`src/rtl/video_timing_pkg.sv`:
```
// Shared definitions for the raster timing controller.
//   timing_t       : one complete timing set, 8 x 12-bit fields (pixels / lines)
//   state_t        : run-control FSM encoding
//   TIMING_720P60  : timing loaded by reset (1280x720p60)
//   line_total()   : sync + bp + act + fp at 14 bits (cannot wrap for 12-bit fields)
//   timing_ok()    : a set is usable only with non-zero act and sync in both axes
package video_timing_pkg;

  localparam int unsigned CFG_W = 12;
  localparam int unsigned TOT_W = 14;

  typedef struct packed {
    logic [CFG_W-1:0] h_act;
    logic [CFG_W-1:0] h_fp;
    logic [CFG_W-1:0] h_sync;
    logic [CFG_W-1:0] h_bp;
    logic [CFG_W-1:0] v_act;
    logic [CFG_W-1:0] v_fp;
    logic [CFG_W-1:0] v_sync;
    logic [CFG_W-1:0] v_bp;
  } timing_t;

  typedef enum logic [1:0] {
    ST_IDLE  = 2'd0,
    ST_RUN   = 2'd1,
    ST_DRAIN = 2'd2
  } state_t;

  localparam timing_t TIMING_720P60 = '{
    h_act:  12'd1280,
    h_fp:   12'd110,
    h_sync: 12'd40,
    h_bp:   12'd220,
    v_act:  12'd720,
    v_fp:   12'd5,
    v_sync: 12'd5,
    v_bp:   12'd20
  };

  function automatic logic [TOT_W-1:0] line_total(input logic [CFG_W-1:0] sync,
                                                   input logic [CFG_W-1:0] bp,
                                                   input logic [CFG_W-1:0] act,
                                                   input logic [CFG_W-1:0] fp);
    return TOT_W'(sync) + TOT_W'(bp) + TOT_W'(act) + TOT_W'(fp);
  endfunction

  function automatic logic timing_ok(input timing_t t);
    return (t.h_act != '0) && (t.v_act != '0) && (t.h_sync != '0) && (t.v_sync != '0);
  endfunction

endpackage

```
`src/rtl/video_timing_ctrl_raster_counter.sv`:
```
// raster_counter: horizontal/vertical position counters for the raster.
//   pix_clk, rstn       : pixel clock, async active-low reset
//   run                 : advance when 1, hold both counters at 0 when 0
//   h_total, v_total    : frame geometry from the active timing set
//   h_cnt, v_cnt        : current position, line order sync/bp/act/fp
//   frame_end           : counters sit on the last pixel of the frame
module raster_counter
  import video_timing_pkg::*;
#(
  parameter int unsigned X_BITS = 13,
  parameter int unsigned Y_BITS = 13
) (
  input  logic              pix_clk,
  input  logic              rstn,
  input  logic              run,
  input  logic [TOT_W-1:0]  h_total,
  input  logic [TOT_W-1:0]  v_total,
  output logic [X_BITS-1:0] h_cnt,
  output logic [Y_BITS-1:0] v_cnt,
  output logic              frame_end
);

  logic line_end;

  assign line_end  = (TOT_W'(h_cnt) == (h_total - TOT_W'(1)));
  assign frame_end = line_end && (TOT_W'(v_cnt) == (v_total - TOT_W'(1)));

  always_ff @(posedge pix_clk or negedge rstn) begin
    if (!rstn) begin
      h_cnt <= '0;
      v_cnt <= '0;
    end else if (!run) begin
      h_cnt <= '0;
      v_cnt <= '0;
    end else if (line_end) begin
      h_cnt <= '0;
      v_cnt <= frame_end ? '0 : v_cnt + Y_BITS'(1);
    end else begin
      h_cnt <= h_cnt + X_BITS'(1);
    end
  end

endmodule

```
`src/rtl/video_timing_ctrl.sv`:
```
// video_timing_ctrl: programmable raster timing generator for the HDMI path.
//   pix_clk, rstn            : pixel clock, async active-low reset
//   en                       : run request; a stop only takes effect at frame end
//   cfg_valid/cfg_ready      : handshake for a new timing set (cfg_h_*, cfg_v_*)
//   cfg_err                  : one-cycle pulse when an accepted set is unusable
//   vs_out, hs_out, de_out   : raster strobes (sync polarity set by VS_POL/HS_POL)
//   act_x, act_y             : active-area coordinates, 0 outside de_out
//   frame_start              : pulse on the first output cycle of each frame
//   busy                     : frame output in progress
// A new set waits in a shadow slot and is promoted to the active set only at a
// frame boundary (or straight away while idle), so no frame mixes two timings.
module video_timing_ctrl
  import video_timing_pkg::*;
#(
  parameter int unsigned X_BITS = 13,
  parameter int unsigned Y_BITS = 13,
  parameter bit          HS_POL = 1'b1,
  parameter bit          VS_POL = 1'b1
) (
  input  logic              pix_clk,
  input  logic              rstn,
  input  logic              en,
  input  logic              cfg_valid,
  output logic              cfg_ready,
  input  logic [11:0]       cfg_h_act,
  input  logic [11:0]       cfg_h_fp,
  input  logic [11:0]       cfg_h_sync,
  input  logic [11:0]       cfg_h_bp,
  input  logic [11:0]       cfg_v_act,
  input  logic [11:0]       cfg_v_fp,
  input  logic [11:0]       cfg_v_sync,
  input  logic [11:0]       cfg_v_bp,
  output logic              cfg_err,
  output logic              vs_out,
  output logic              hs_out,
  output logic              de_out,
  output logic [X_BITS-1:0] act_x,
  output logic [Y_BITS-1:0] act_y,
  output logic              frame_start,
  output logic              busy
);

  state_t            state, state_nx;
  timing_t           act_tm, shd_tm, cfg_tm;
  logic              shd_full;
  logic              run, frame_last, cfg_take, cfg_good, shd_copy;
  logic [TOT_W-1:0]  h_total, v_total;
  logic [X_BITS-1:0] h_cnt;
  logic [Y_BITS-1:0] v_cnt;
  logic              frame_end;

  assign cfg_tm = '{
    h_act:  cfg_h_act,
    h_fp:   cfg_h_fp,
    h_sync: cfg_h_sync,
    h_bp:   cfg_h_bp,
    v_act:  cfg_v_act,
    v_fp:   cfg_v_fp,
    v_sync: cfg_v_sync,
    v_bp:   cfg_v_bp
  };

  assign h_total = line_total(act_tm.h_sync, act_tm.h_bp, act_tm.h_act, act_tm.h_fp);
  assign v_total = line_total(act_tm.v_sync, act_tm.v_bp, act_tm.v_act, act_tm.v_fp);

  // ---- run-control FSM ----
  always_ff @(posedge pix_clk or negedge rstn) begin
    if (!rstn) state <= ST_IDLE;
    else       state <= state_nx;
  end

  // DRAIN is RUN with the stop remembered; raising en again cancels it.
  always_comb begin
    state_nx = state;
    unique case (state)
      ST_IDLE:  if (en) state_nx = ST_RUN;
      ST_RUN: begin
        if (frame_end && !en) state_nx = ST_IDLE;
        else if (!en)         state_nx = ST_DRAIN;
      end
      ST_DRAIN: begin
        if (frame_end && !en) state_nx = ST_IDLE;
        else if (en)          state_nx = ST_RUN;
      end
      default:                state_nx = ST_IDLE;
    endcase
  end

  always_comb begin
    run        = (state != ST_IDLE);
    frame_last = run && frame_end;
    shd_copy   = shd_full && (frame_last || (state == ST_IDLE));
  end

  // ---- config handshake / shadow slot ----
  assign cfg_ready = ~shd_full;
  assign cfg_take  = cfg_valid && cfg_ready;
  assign cfg_good  = timing_ok(cfg_tm);

  // take and copy are exclusive: take needs an empty slot, copy a full one
  always_ff @(posedge pix_clk or negedge rstn) begin
    if (!rstn) begin
      shd_full <= 1'b0;
      cfg_err  <= 1'b0;
      act_tm   <= TIMING_720P60;
    end else begin
      cfg_err <= cfg_take && !cfg_good;
      if (shd_copy) begin
        act_tm   <= shd_tm;
        shd_full <= 1'b0;
      end else if (cfg_take && cfg_good) begin
        shd_full <= 1'b1;
      end
    end
  end

  // slot contents are qualified by shd_full, so they need no reset
  always_ff @(posedge pix_clk) begin
    if (cfg_take) shd_tm <= cfg_tm;
  end

  raster_counter #(
    .X_BITS (X_BITS),
    .Y_BITS (Y_BITS)
  ) u_raster (
    .pix_clk   (pix_clk),
    .rstn      (rstn),
    .run       (run),
    .h_total   (h_total),
    .v_total   (v_total),
    .h_cnt     (h_cnt),
    .v_cnt     (v_cnt),
    .frame_end (frame_end)
  );

  // ---- stage p0: decode of counter position ----
  logic [TOT_W-1:0]  hc_p0, vc_p0, h_beg, h_end, v_beg, v_end;
  logic              hs_p0, vs_p0, de_p0, fs_p0, vld_p0;
  logic [X_BITS-1:0] x_p0;
  logic [Y_BITS-1:0] y_p0;

  assign hc_p0  = TOT_W'(h_cnt);
  assign vc_p0  = TOT_W'(v_cnt);
  assign h_beg  = TOT_W'(act_tm.h_sync) + TOT_W'(act_tm.h_bp);
  assign h_end  = h_beg + TOT_W'(act_tm.h_act);
  assign v_beg  = TOT_W'(act_tm.v_sync) + TOT_W'(act_tm.v_bp);
  assign v_end  = v_beg + TOT_W'(act_tm.v_act);
  assign vld_p0 = run;
  assign hs_p0  = vld_p0 && (hc_p0 < TOT_W'(act_tm.h_sync));
  assign vs_p0  = vld_p0 && (vc_p0 < TOT_W'(act_tm.v_sync));
  assign de_p0  = vld_p0 && (hc_p0 >= h_beg) && (hc_p0 < h_end)
                         && (vc_p0 >= v_beg) && (vc_p0 < v_end);
  assign x_p0   = de_p0 ? X_BITS'(hc_p0 - h_beg) : '0;
  assign y_p0   = de_p0 ? Y_BITS'(vc_p0 - v_beg) : '0;
  assign fs_p0  = vld_p0 && (h_cnt == '0) && (v_cnt == '0);

  // ---- stage p1: registered outputs ----
  always_ff @(posedge pix_clk or negedge rstn) begin
    if (!rstn) begin
      hs_out      <= ~HS_POL;
      vs_out      <= ~VS_POL;
      de_out      <= 1'b0;
      act_x       <= '0;
      act_y       <= '0;
      frame_start <= 1'b0;
      busy        <= 1'b0;
    end else begin
      hs_out      <= hs_p0 ? HS_POL : ~HS_POL;
      vs_out      <= vs_p0 ? VS_POL : ~VS_POL;
      de_out      <= de_p0;
      act_x       <= x_p0;
      act_y       <= y_p0;
      frame_start <= fs_p0;
      busy        <= vld_p0;
    end
  end

endmodule
```
`config.mk`:
```
export PLATFORM = sky130hd
export DESIGN_NAME = video_timing_ctrl
export DESIGN_NICKNAME = d
export VERILOG_FILES = /design/src/rtl/video_timing_pkg.sv /design/src/rtl/video_timing_ctrl_raster_counter.sv /design/src/rtl/video_timing_ctrl.sv
export SDC_FILE = /design/constraint.sdc
export NUM_CORES = 1
export LEC_CHECK = 0
export ABC_AREA = 1
export CAP_MARGIN = 20
export CORE_UTILIZATION = 40
export DETAILED_ROUTE_END_ITERATION = 12
export SLEW_MARGIN = 20
export SYNTH_ARGS = -nofsm -noshare
export SYNTH_HDL_FRONTEND = slang
export SYNTH_SLANG_ARGS = --single-unit
export TNS_END_PERCENT = 30
```
`constraint.sdc`:
```
create_clock -name pix_clk -period 5.7 [get_ports pix_clk]
set_input_delay 0.57 -clock pix_clk [delete_from_list [all_inputs] [get_ports pix_clk]]
set_output_delay 0.57 -clock pix_clk [all_outputs]
set_load 0.03 [all_outputs]
```
==> impl_metrics.csv, run 1 <==
group,metric,value,unit
floorplanning,io_pins,133,
detailed_routing,postRouteAntennaNets,0,
finish,finish.cell_count_without_fillers,2707,
cts,clock-sinks,253,
cts,htree_num_levels,1,
detailed_routing,drt-total-wl,45.4,mm
floorplanning,die_h,203,um
yosys,post_synth_num_cell_types,44,
yosys,synth_top_flop_cell,"sky130_fd_sc_hd__dfrtp_1",
critical_path,critPathMaxFanout,17,
critical_path,crit_path_start_kind,"register",
finish,num-nets-final,2431,
critical_path,cp_slowest_stage_delay,0.57,ns
critical_path,crit_path_end_kind,"register",
detailed_routing,vias,13600,
sta,finalHoldViolations,0,
finish,final.fill_count,3746,
sta,timing.max_slew.rel_slack,37.8,%
yosys,post-synth-top-area-cell,"sky130_fd_sc_hd__dfrtp_1",
finish,antenna-diode-count,0,
yosys,synth-seq-area-share,42.4,%
finish,end_of_flow_core_utilization,50.5,%
place,port_buffers,132,
yosys,yosysMostFrequentCell,"sky130_fd_sc_hd__nand2_1",
sta,layout_skew,0.0236,ns
sta,fmaxAchievable,183,MHz
floorplanning,chipWidth,203,um
global_route,largest_net_degree_at_the_start_of_global_routing,70,
critical_path,critical_path_arrival,5.99,ns
sta,setup_viol,0,
yosys,postSynthNetCount,2241,
global_route,via_count_of_the_first_global_routing_pass,12900,
yosys,yosys.area.top_type_share,20.6,%
place,estimated_wirelength_of_the_detail_placed_design,32.9,mm
critical_path,cpMaxStageDelayCell,"sky130_fd_sc_hd__dfstp_2",
yosys,synth_seq_cells,253,
detailed_routing,drt-initial-drc-count,873,
sta,timing_worst_slew_pin_value,0.933,ns
global_route,initial_antenna_violation_count,0,
global_route,wire_length_of_the_first_global_routing_pass,67.3,mm
floorplanning,core_area,0.0397,mm2
sta,finalCriticalPeriod,5.47,ns
cts,tritoncts.num_buffers,29,
outcome,status,"completed",
cts,ctsLongestPathBuffers,3,
finish,share_of_cells_above_drive_strength_1,10.2,%
sta,setup_tns,0,ns
detailed_routing,detail_route.first_pass.iterations,5,
sta,post-route-period-util,96.0,%
cts,worstSkewPairLatency,0.58,ns
floorplanning,die_area,0.0411,mm2
critical_path,critPathMostFrequentCell,"sky130_fd_sc_hd__nand2_1",
finish,multi_input_area,0.00842,mm2
detailed_routing,route.detailed.vias_per_inst,5.03,
critical_path,worst-setup-path-type,"register to register",
hold_path,min_path_type,"primary input to asynchronous set/reset pin",
yosys,syn_avg_cell_area,8.19,um2
floorplanning,initial_core_util,40.6,%
place,gp_congestion,0.933,
finish,area_growth_syn_to_layout,24.4,%
cts,path_clk_slew,0.06,ns
finish,ff_latch_area,0.00684,mm2
job,maxCapViolCount,0,
place,dp.cells,2615,
yosys,synth-async-reset-ratio,62.1,%
yosys,synth_edf_count,96,
yosys,synth.top_cells.by_area,"sky130_fd_sc_hd__dfrtp_1 21%, sky130_fd_sc_hd__edfxtp_1 18%, sky130_fd_sc_hd__nand2_1 13%",
yosys,post_synth_inst_count,1969,
detailed_routing,average_wire_length_per_cell_after_detail_routing,16.8,um
sta,finalHoldWorstSlack,0.423,ns
global_route,overall_routing_resource_usage,20.6,%
critical_path,crit_required,6.22,ns
cts,cts_root_buf,"sky130_fd_sc_hd__clkbuf_16",
global_route,sum_of_overflow_across_all_layers_after_global_routing,0,
sta,drv_slew,0,
yosys,yosysWarningCount,0,
detailed_routing,remaining_drc_errors,0,
cts,cts_tree,"yes",
floorplanning,floorplan_row_count,73,
yosys,synth_top_cells_by_count,"549 x sky130_fd_sc_hd__nand2_1, 280 x sky130_fd_sc_hd__inv_1, 188 x sky130_fd_sc_hd__nand3_1",
yosys,synth.cell_area,0.0161,mm2
-- critical path: cells and delay by family (launching register included) --
family | cells | cell delay, ns
AOI/OAI and AO/OA | 2 | 0.26
xor gates and xnor gates | 2 | 0.45
adders and majority gates | 5 | 1.28
buffers and inverters | 7 | 0.86
DFF | 1 | 0.57
and+or+nand+nor | 19 | 1.98
-- timing repair --
action / CTS / global route
endpoints found under the hold margin: 19 / 0
setup buffers: 0 / 19
gates resized for setup: 0 / 87
endpoints found under the setup margin: 0 / 124
hold buffers: 1 / 0
-- worst paths after layout --
kind | start | endpoint | slack, ns | cells past startpoint
setup / recovery | act_tm[12] | act_tm[40] | 0.23 | 35
hold / removal | rstn | act_tm[76] | 0.42 | 2
setup reg to reg | act_tm[12] | act_tm[40] | 0.23 | 35
hold reg to reg | act_tm[74] | act_tm[74] | 0.46 | 2
max in group asynchronous | rstn | shd_full | 4.08 | 3
min in group pix_clk | act_tm[74] | act_tm[74] | 0.46 | 2
-- kinds of logic after synthesis --
kind of cell	Yosys count	share of synthesized area [%]
AND/OR/NAND/NOR	960	25.1
flip-flops	253	42.4
XOR/XNOR	89	4.83
buffers and inverters	322	8.01
adder cells (fa/ha/maj)	172	13.7
AO/OA/AOI/OAI	173	5.97
-- area by class of cell --
type	instances	area share, %
clock inverters	19	1.03
inverters	286	5.35
repair buffers	193	10.3
multi-input cells	1396	42.0
well taps	525	3.28
clock buffers	35	3.88
flip-flops and latches	253	34.1
-- layout by cell type (no fill, tap or decap), types with 9 or more instances in the layout --
cell type	n
sky130_fd_sc_hd__nor2_1	135
sky130_fd_sc_hd__nand3b_1	11
sky130_fd_sc_hd__nor4_1	16
sky130_fd_sc_hd__a21oi_1	83
sky130_fd_sc_hd__buf_6	9
sky130_fd_sc_hd__inv_1	278
sky130_fd_sc_hd__edfxtp_1	96
sky130_fd_sc_hd__nand3_1	187
sky130_fd_sc_hd__nand4_1	25
sky130_fd_sc_hd__xor2_2	10
sky130_fd_sc_hd__dfstp_2	24
sky130_fd_sc_hd__a21oi_2	11
sky130_fd_sc_hd__clkbuf_16	38
sky130_fd_sc_hd__nor3_1	13
sky130_fd_sc_hd__nand2_1	541
sky130_fd_sc_hd__xnor2_1	28
sky130_fd_sc_hd__buf_4	36
sky130_fd_sc_hd__dfrtp_1	132
sky130_fd_sc_hd__ha_1	153
sky130_fd_sc_hd__o21ai_0	36
sky130_fd_sc_hd__xor2_1	44
sky130_fd_sc_hd__clkdlybuf4s50_1	131
sky130_fd_sc_hd__nand2_2	10
-- registers in the layout, summed over array words and instances, names as in the netlist --
name	cells
shd_full	1
de_out	1
u_raster.h_cnt	13
state	2
frame_start	1
act_x	13
busy	1
vs_out	1
cfg_err	1
act_tm	96
hs_out	1
act_y	13
shd_tm	96
u_raster.v_cnt	13
-- per-layer routing --
metal | vias up | global-route usage (%) | part of all wire, %
li1 | 6820 | - | -
met1 | 6418 | 30.2 | 48
met2 | 337 | 32.3 | 45
met3 | 50 | 2.99 | 5.6
met4 | 0 | 4.24 | 1.7
met5 | - | 0 | 0
-- metrics by stage --
stage | worst slack, ns | area [um2]
6_report | 0.226 | 20100
5_1_grt | -0.0751 | 20100
4_1_cts | 0.137 | 19100
3_5_place_dp | 0.191 | 18200
3_3_place_gp | 0.208 | 18200
2_1_floorplan | 0.385 | 16100
Power of run 1 is left out: the tool's default activity adds up to more than one toggle a clock period on the data nets, which glitch-free logic cannot reach.
==> run 2, diff against run 1 <==
==> constraint.sdc (replaced) <==
create_clock -name pix_clk -period 5.5 [get_ports pix_clk]
set_input_delay 0.55 -clock pix_clk [delete_from_list [all_inputs] [get_ports pix_clk]]
set_output_delay 0.55 -clock pix_clk [all_outputs]
set_load 0.03 [all_outputs]
==> run 2 against run 1 <==
  * First-iteration DRC count fell by 6.1%
  * Register-to-register slack got worse by 0.03 ns
  * Core utilization rose by 2.7 points
==> impl_metrics.csv, run 2 (synthesis gave the netlist of run 1 again) <==
group,metric,value,unit
finish,antenna-diode-count,0,
floorplanning,die_h,203,um
finish,largest_registers,"act_tm x96, shd_tm x96",
detailed_routing,postRouteAntennaNets,0,
cts,ctsLongestPathBuffers,3,
detailed_routing,average_wire_length_per_cell_after_detail_routing,16.7,um
global_route,via_count_of_the_first_global_routing_pass,13100,
critical_path,crit_required,5.95,ns
critical_path,r2r_slack,0.19,ns
floorplanning,floorplan_row_count,73,
critical_path,worst-setup-path-type,"register to register",
critical_path,critPathMaxFanout,10,
critical_path,crit_path_end_kind,"register",
place,dpl-instance-area,0.0186,mm2
place,dp.cells,2668,
sta,fmaxAchievable,188,MHz
global_route,largest_net_degree_at_the_start_of_global_routing,100,
finish,most_frequent_standard_cell_in_the_layout_excluding_fill_and_tap_cells,"sky130_fd_sc_hd__nand2_1",
sta,finalHoldViolations,0,
cts,path_clk_slew,0.06,ns
place,port_buffers,132,
floorplanning,io_pins,133,
finish,share_of_cells_above_drive_strength_1,17.9,%
outcome,status,"completed",
critical_path,timing.reg2reg.worst_path_depth,34,
cts,tritoncts.num_buffers,29,
finish,area_growth_syn_to_layout,30.9,%
detailed_routing,drt-initial-drc-count,820,
finish,final_cell_area,0.0211,mm2
sta,drv_slew,0,
cts,htree_num_levels,1,
place,estimated_wirelength_of_the_detail_placed_design,33.7,mm
sta,timing.max_slew.rel_slack,18.6,%
sta,post-route-period-util,96.5,%
floorplanning,core_area,0.0397,mm2
global_route,overall_routing_resource_usage,21.0,%
critical_path,timing.rr.start,"act_tm[12]",
global_route,wire_length_of_the_first_global_routing_pass,68.2,mm
cts,clock-sinks,253,
sta,setup_viol,0,
finish,num-nets-final,2487,
detailed_routing,route.detailed.vias_per_inst,5.00,
detailed_routing,vias,13800,
detailed_routing,remaining_drc_errors,0,
cts,worstSkewPairLatency,0.57,ns
critical_path,cp_slowest_stage_delay,0.55,ns
cts,cts_root_buf,"sky130_fd_sc_hd__clkbuf_16",
hold_path,min_path_type,"primary input to asynchronous set/reset pin",
detailed_routing,drt-total-wl,46.2,mm
critical_path,critical_path_arrival,5.76,ns
finish,finish.cell_count_without_fillers,2762,
floorplanning,chipWidth,203,um
place,gp_congestion,0.946,
cts,cts_tree,"yes",
global_route,sum_of_overflow_across_all_layers_after_global_routing,0,
sta,layout_skew,0.0139,ns
sta,finalCriticalPeriod,5.31,ns
finish,layout_common_cells,"477 x sky130_fd_sc_hd__nand2_1, 268 x sky130_fd_sc_hd__inv_1, 178 x sky130_fd_sc_hd__nand3_1, 139 x sky130_fd_sc_hd__ha_1, 132 x sky130_fd_sc_hd__dfrtp_1",
job,maxCapViolCount,0,
critical_path,crit_path_start_kind,"register",
detailed_routing,detail_route.first_pass.iterations,7,
floorplanning,initial_core_util,40.6,%
sta,timing_worst_slew_pin_value,1.22,ns
critical_path,timing.rr.end,"act_tm[34]",
sta,setup_repair_after_global_routing_missed_its_margin,"yes",
floorplanning,die_area,0.0411,mm2
global_route,initial_antenna_violation_count,0,
critical_path,cpMaxStageDelayCell,"sky130_fd_sc_hd__dfstp_2",
finish,final.fill_count,3719,
run 2: timing repair:
action | CTS | global route
pin swaps | 1 | 97
hold buffers | 1 | 0
resized for setup | 1 | 246
cloned | 0 | 18
endpoints found under the hold margin | 28 | 0
buffers inserted | 1 | 21
endpoints found under the setup margin | 16 | 124
run 2: how the worst max path moves through the flow:
stage / cells after the start / endpoint / start / slack (ns)
detailed placement: 30 / act_tm[94] / act_tm[52] / -0.01
global placement: 30 / act_tm[94] / act_tm[50] / 0.06
floorplan: 3 / shd_tm[0] / shd_full / 0.19
global route: 34 / act_tm[89] / act_tm[50] / -0.1
CTS: 31 / act_tm[6] / act_tm[52] / 0.002
finish: 34 / act_tm[34] / act_tm[12] / 0.19
run 2: worst max-delay path, delay by kind of cell (launching register included):
family | cells | cell delay (ns)
buffers and inverters | 6 | 0.66
xor gates and xnor gates | 2 | 0.36
and+or+nand+nor | 19 | 2.01
AOI/OAI and AO/OA | 2 | 0.28
DFF | 1 | 0.55
adders and majority gates | 5 | 1.31
run 2: area by class of cell:
type	instances	area, um2	area share (%)
Sequential cell	253	6840	32.4
Timing Repair Buffer	249	2580	12.2
Tap cell	525	657	3.11
Clock inverter	14	186	0.883
Inverter	286	1070	5.08
Multi-Input combinational cell	1396	8970	42.5
Clock buffer	39	803	3.80
run 2: routing by layer:
| layer | track usage (%) | part of all wire [%] | vias up |
|---|---|---|---|
| met4 | 4.97 | 1.7 | 0 |
| met3 | 2.38 | 4.3 | 53 |
| met1 | 30.9 | 49 | 6537 |
| met2 | 32.8 | 45 | 283 |
| met5 | 0 | 0 | - |
| li1 | - | - | 6925 |
run 2: through the flow:
step	utilization [%]	TNS, ns	setup slack [ns]	hold slack [ns]
after global placement	46.7	0	0.0561	0.452
after floorplan	-	0	0.185	0.254
after detailed placement	46.8	-0.0145	-0.0145	0.457
after global routing	53.1	-5.89	-0.0980	0.476
final	53.1	0	0.192	0.448
after CTS	49.3	0	0.00193	0.431
Power of run 2 is left out for the same reason.
==> run 3, diff against run 2 <==
--- a/config.mk
+++ b/config.mk
@@ -12,5 +12,6 @@
 export SLEW_MARGIN = 20
 export SYNTH_ARGS = -nofsm -noshare
 export SYNTH_HDL_FRONTEND = slang
+export SYNTH_HIERARCHICAL = 1
 export SYNTH_SLANG_ARGS = --single-unit
 export TNS_END_PERCENT = 30
==> run 3 against run 2 <==
  * The run now ends with setup timing left
  * Critical path depth is 4 higher
  * Via count is 1.0% higher
  * Maximum frequency is 6.4% lower
  * Clock-buffer cell count shrank 1
  * First-iteration DRC count is 6.0% lower
  * Worst setup slack worse by 0.36 ns
  * Register-to-register slack got worse by 0.36 ns
  * Sequential share of layout area decreased by 1.7 points
  * Cell count is 0.51% higher
  * Critical endpoint is now act_tm[58]
==> impl_metrics.csv, run 3 <==
group,metric,value,unit
yosys,yosys.area.top_type_share,20.9,%
critical_path,crit_path_start_kind,"register",
finish,ff_latch_area,0.00684,mm2
yosys,combinational_family_with_the_most_area_after_synthesis,"simple AND/OR/NAND/NOR gates",
floorplanning,io_pins,133,
yosys,post_synth_num_cell_types,52,
yosys,synth-xor-area-share,7.15,%
finish,largest_registers,"act_tm x96, shd_tm x96",
critical_path,timing.reg2reg.worst_path_depth,38,
critical_path,r2r_slack,-0.17,ns
critical_path,cp_slowest_stage_delay,0.42,ns
finish,share_of_cells_above_drive_strength_1,27.5,%
detailed_routing,postRouteAntennaNets,0,
hold_path,hold-path-endpoint,"act_tm[47]",
sta,finalHoldViolations,0,
critical_path,crit_path_end_kind,"register",
cts,ctsLongestPathBuffers,3,
cts,tritoncts.num_buffers,28,
critical_path,timing.rr.start,"act_tm[0]",
sta,setup_viol,90,
cts,path_clk_slew,0.06,ns
global_route,wire_length_of_the_first_global_routing_pass,71.8,mm
yosys,fraction_of_the_mapped_netlist_area_in_adder_cells,12.6,%
hold_path,min_path_type,"register to register",
detailed_routing,detail_route.first_pass.iterations,5,
detailed_routing,drt-initial-drc-count,771,
outcome,status,"finished with violations",
critical_path,cpMaxStageDelayCell,"sky130_fd_sc_hd__dfrtp_1",
sta,timing_worst_slew_pin_value,0.808,ns
floorplanning,chipWidth,201,um
yosys,yosysWarningCount,6,
floorplanning,initial_core_util,40.9,%
place,gp_congestion,0.888,
yosys,synth.cell_area,0.0159,mm2
finish,final.fill_count,3498,
yosys,synth_top_flop_cell,"sky130_fd_sc_hd__dfrtp_1",
hold_path,hp-start,"shd_tm[47]",
global_route,sum_of_overflow_across_all_layers_after_global_routing,0,
yosys,synth_simple_gate_area_share,22.8,%
finish,area_growth_syn_to_layout,40.2,%
sta,layout_skew,0.0120,ns
sta,fmaxAchievable,176,MHz
place,estimated_wirelength_of_the_detail_placed_design,34.1,mm
detailed_routing,remaining_drc_errors,0,
hold_path,min_delay_path_depth,2,
sta,finalCriticalPeriod,5.67,ns
floorplanning,core_area,0.0389,mm2
yosys,postSynthNetCount,2119,
global_route,overall_routing_resource_usage,22.4,%
yosys,synth_compound_area_share,8.06,%
detailed_routing,drt-total-wl,47.9,mm
yosys,post-synth-top-area-cell,"sky130_fd_sc_hd__dfrtp_1",
job,maxCapViolCount,0,
detailed_routing,route.detailed.vias_per_inst,5.02,
global_route,via_count_of_the_first_global_routing_pass,13500,
global_route,initial_antenna_violation_count,0,
global_route,largest_net_degree_at_the_start_of_global_routing,60,
yosys,synth_top_cells_by_count,"539 x sky130_fd_sc_hd__nand2_1, 220 x sky130_fd_sc_hd__inv_1, 148 x sky130_fd_sc_hd__ha_1",
cts,worstSkewPairLatency,0.57,ns
floorplanning,die_area,0.0406,mm2
yosys,synth.top_cells.by_area,"sky130_fd_sc_hd__dfrtp_1 21%, sky130_fd_sc_hd__edfxtp_1 18%, sky130_fd_sc_hd__nand2_1 13%",
critical_path,crit_required,5.96,ns
floorplanning,floorplan_row_count,72,
yosys,syn_avg_cell_area,8.54,um2
sta,final.setup.worst_slack,-0.171,ns
sta,setup_repair_after_global_routing_missed_its_margin,"yes",
critical_path,critPathMaxFanout,9,
sta,post-route-period-util,103,%
finish,most_frequent_standard_cell_in_the_layout_excluding_fill_and_tap_cells,"sky130_fd_sc_hd__nand2_1",
yosys,synth_edf_count,96,
cts,cts_tree,"yes",
cts,clock-sinks,253,
yosys,synth_seq_cells,253,
floorplanning,die_h,201,um
critical_path,worst-setup-path-type,"register to register",
outcome,failing_checks,"setup timing",
critical_path,critical_path_arrival,6.13,ns
detailed_routing,average_wire_length_per_cell_after_detail_routing,17.3,um
yosys,yosysMostFrequentCell,"sky130_fd_sc_hd__nand2_1",
finish,num-nets-final,2491,
yosys,synth-seq-area-share,43.0,%
cts,cts_root_buf,"sky130_fd_sc_hd__clkbuf_16",
yosys,synth.mux.area_fraction,0,%
yosys,post_synth_inst_count,1863,
detailed_routing,vias,13900,
sta,drv_slew,0,
cts,htree_num_levels,1,
finish,multi_input_area,0.00952,mm2
yosys,synth-async-reset-ratio,62.1,%
sta,timing.max_slew.rel_slack,45.9,%
critical_path,timing.rr.end,"act_tm[58]",
place,port_buffers,132,
place,dp.cells,2653,
finish,finish.cell_count_without_fillers,2776,
finish,layout_common_cells,"482 x sky130_fd_sc_hd__nand2_1, 210 x sky130_fd_sc_hd__buf_4, 206 x sky130_fd_sc_hd__inv_1, 133 x sky130_fd_sc_hd__dfrtp_1, 131 x sky130_fd_sc_hd__clkdlybuf4s50_1",
-- run 3: timing repair --
item / 4_1_cts / 5_1_grt
gates cloned: 5 / 9
hold buffers: 1 / 0
pin swaps: 39 / 96
hold endpoints to repair: 29 / 0
resized for setup: 125 / 218
endpoints found under the setup margin: 111 / 124
buffers inserted: 32 / 24
-- run 3: metrics by stage --
| step | setup slack [ns] | TNS [ns] | hold slack, ns | instance area [um2] | util (%) |
|---|---|---|---|---|---|
| floorplan | 0.164 | 0 | 0.254 | 15900 | - |
| global placement | -0.671 | -61.06 | 0.430 | 19100 | 49.0 |
| detailed placement | -0.720 | -67.66 | 0.435 | 19100 | 49.0 |
| CTS | -0.165 | -11.82 | 0.450 | 20900 | 53.8 |
| global route | -0.496 | -42.53 | 0.469 | 22300 | 57.3 |
| finish | -0.171 | -10.02 | 0.446 | 22300 | 57.3 |
-- run 3: metal layers --
layer  GRT usage [%]  share of wire (%)
met1            33.1                 48
met2            34.9                 44
met3            2.96                5.9
met4            4.71                1.8
met5               0                  0
-- run 3: layout make-up --
type,count,area share [%]
flip-flops and latches,253,30.7
repair inverters,1,0.0505
inverters,227,3.95
multi-input cells,1354,42.7
diodes,1,0.0112
well taps,518,2.90
repair buffers,370,15.5
clock inverters,14,0.723
clock buffers,38,3.58
-- run 3: cell families after synthesis --
kind of cell | count (synthesis)
compound gates | 228
fa+ha+maj | 156
flops | 253
buf+inv | 256
xor+xnor | 130
simple gates | 840
-- run 3: how the worst max path moves through the flow --
stage | startpoint | endpoint | slack, ns | cells after the start
6_report | act_tm[0] | act_tm[58] | -0.17 | 38
5_1_grt | act_tm[0] | act_tm[91] | -0.50 | 38
4_1_cts | act_tm[48] | act_tm[33] | -0.16 | 40
3_5_place_dp | act_tm[2] | act_tm[20] | -0.72 | 32
3_3_place_gp | act_tm[2] | act_tm[20] | -0.67 | 32
2_1_floorplan | act_tm[60] | act_tm[63] | 0.16 | 38
-- run 3: worst max-delay path, delay by kind of cell (launching register included) --
family,cells,cell delay (ns)
and+or+nand+nor,15,1.49
buffers and inverters,9,1.09
DFF,1,0.42
AOI/OAI and AO/OA,7,1.00
xor gates and xnor gates,3,0.45
adders and majority gates,4,1.07
Power of run 3 is left out for the same reason.
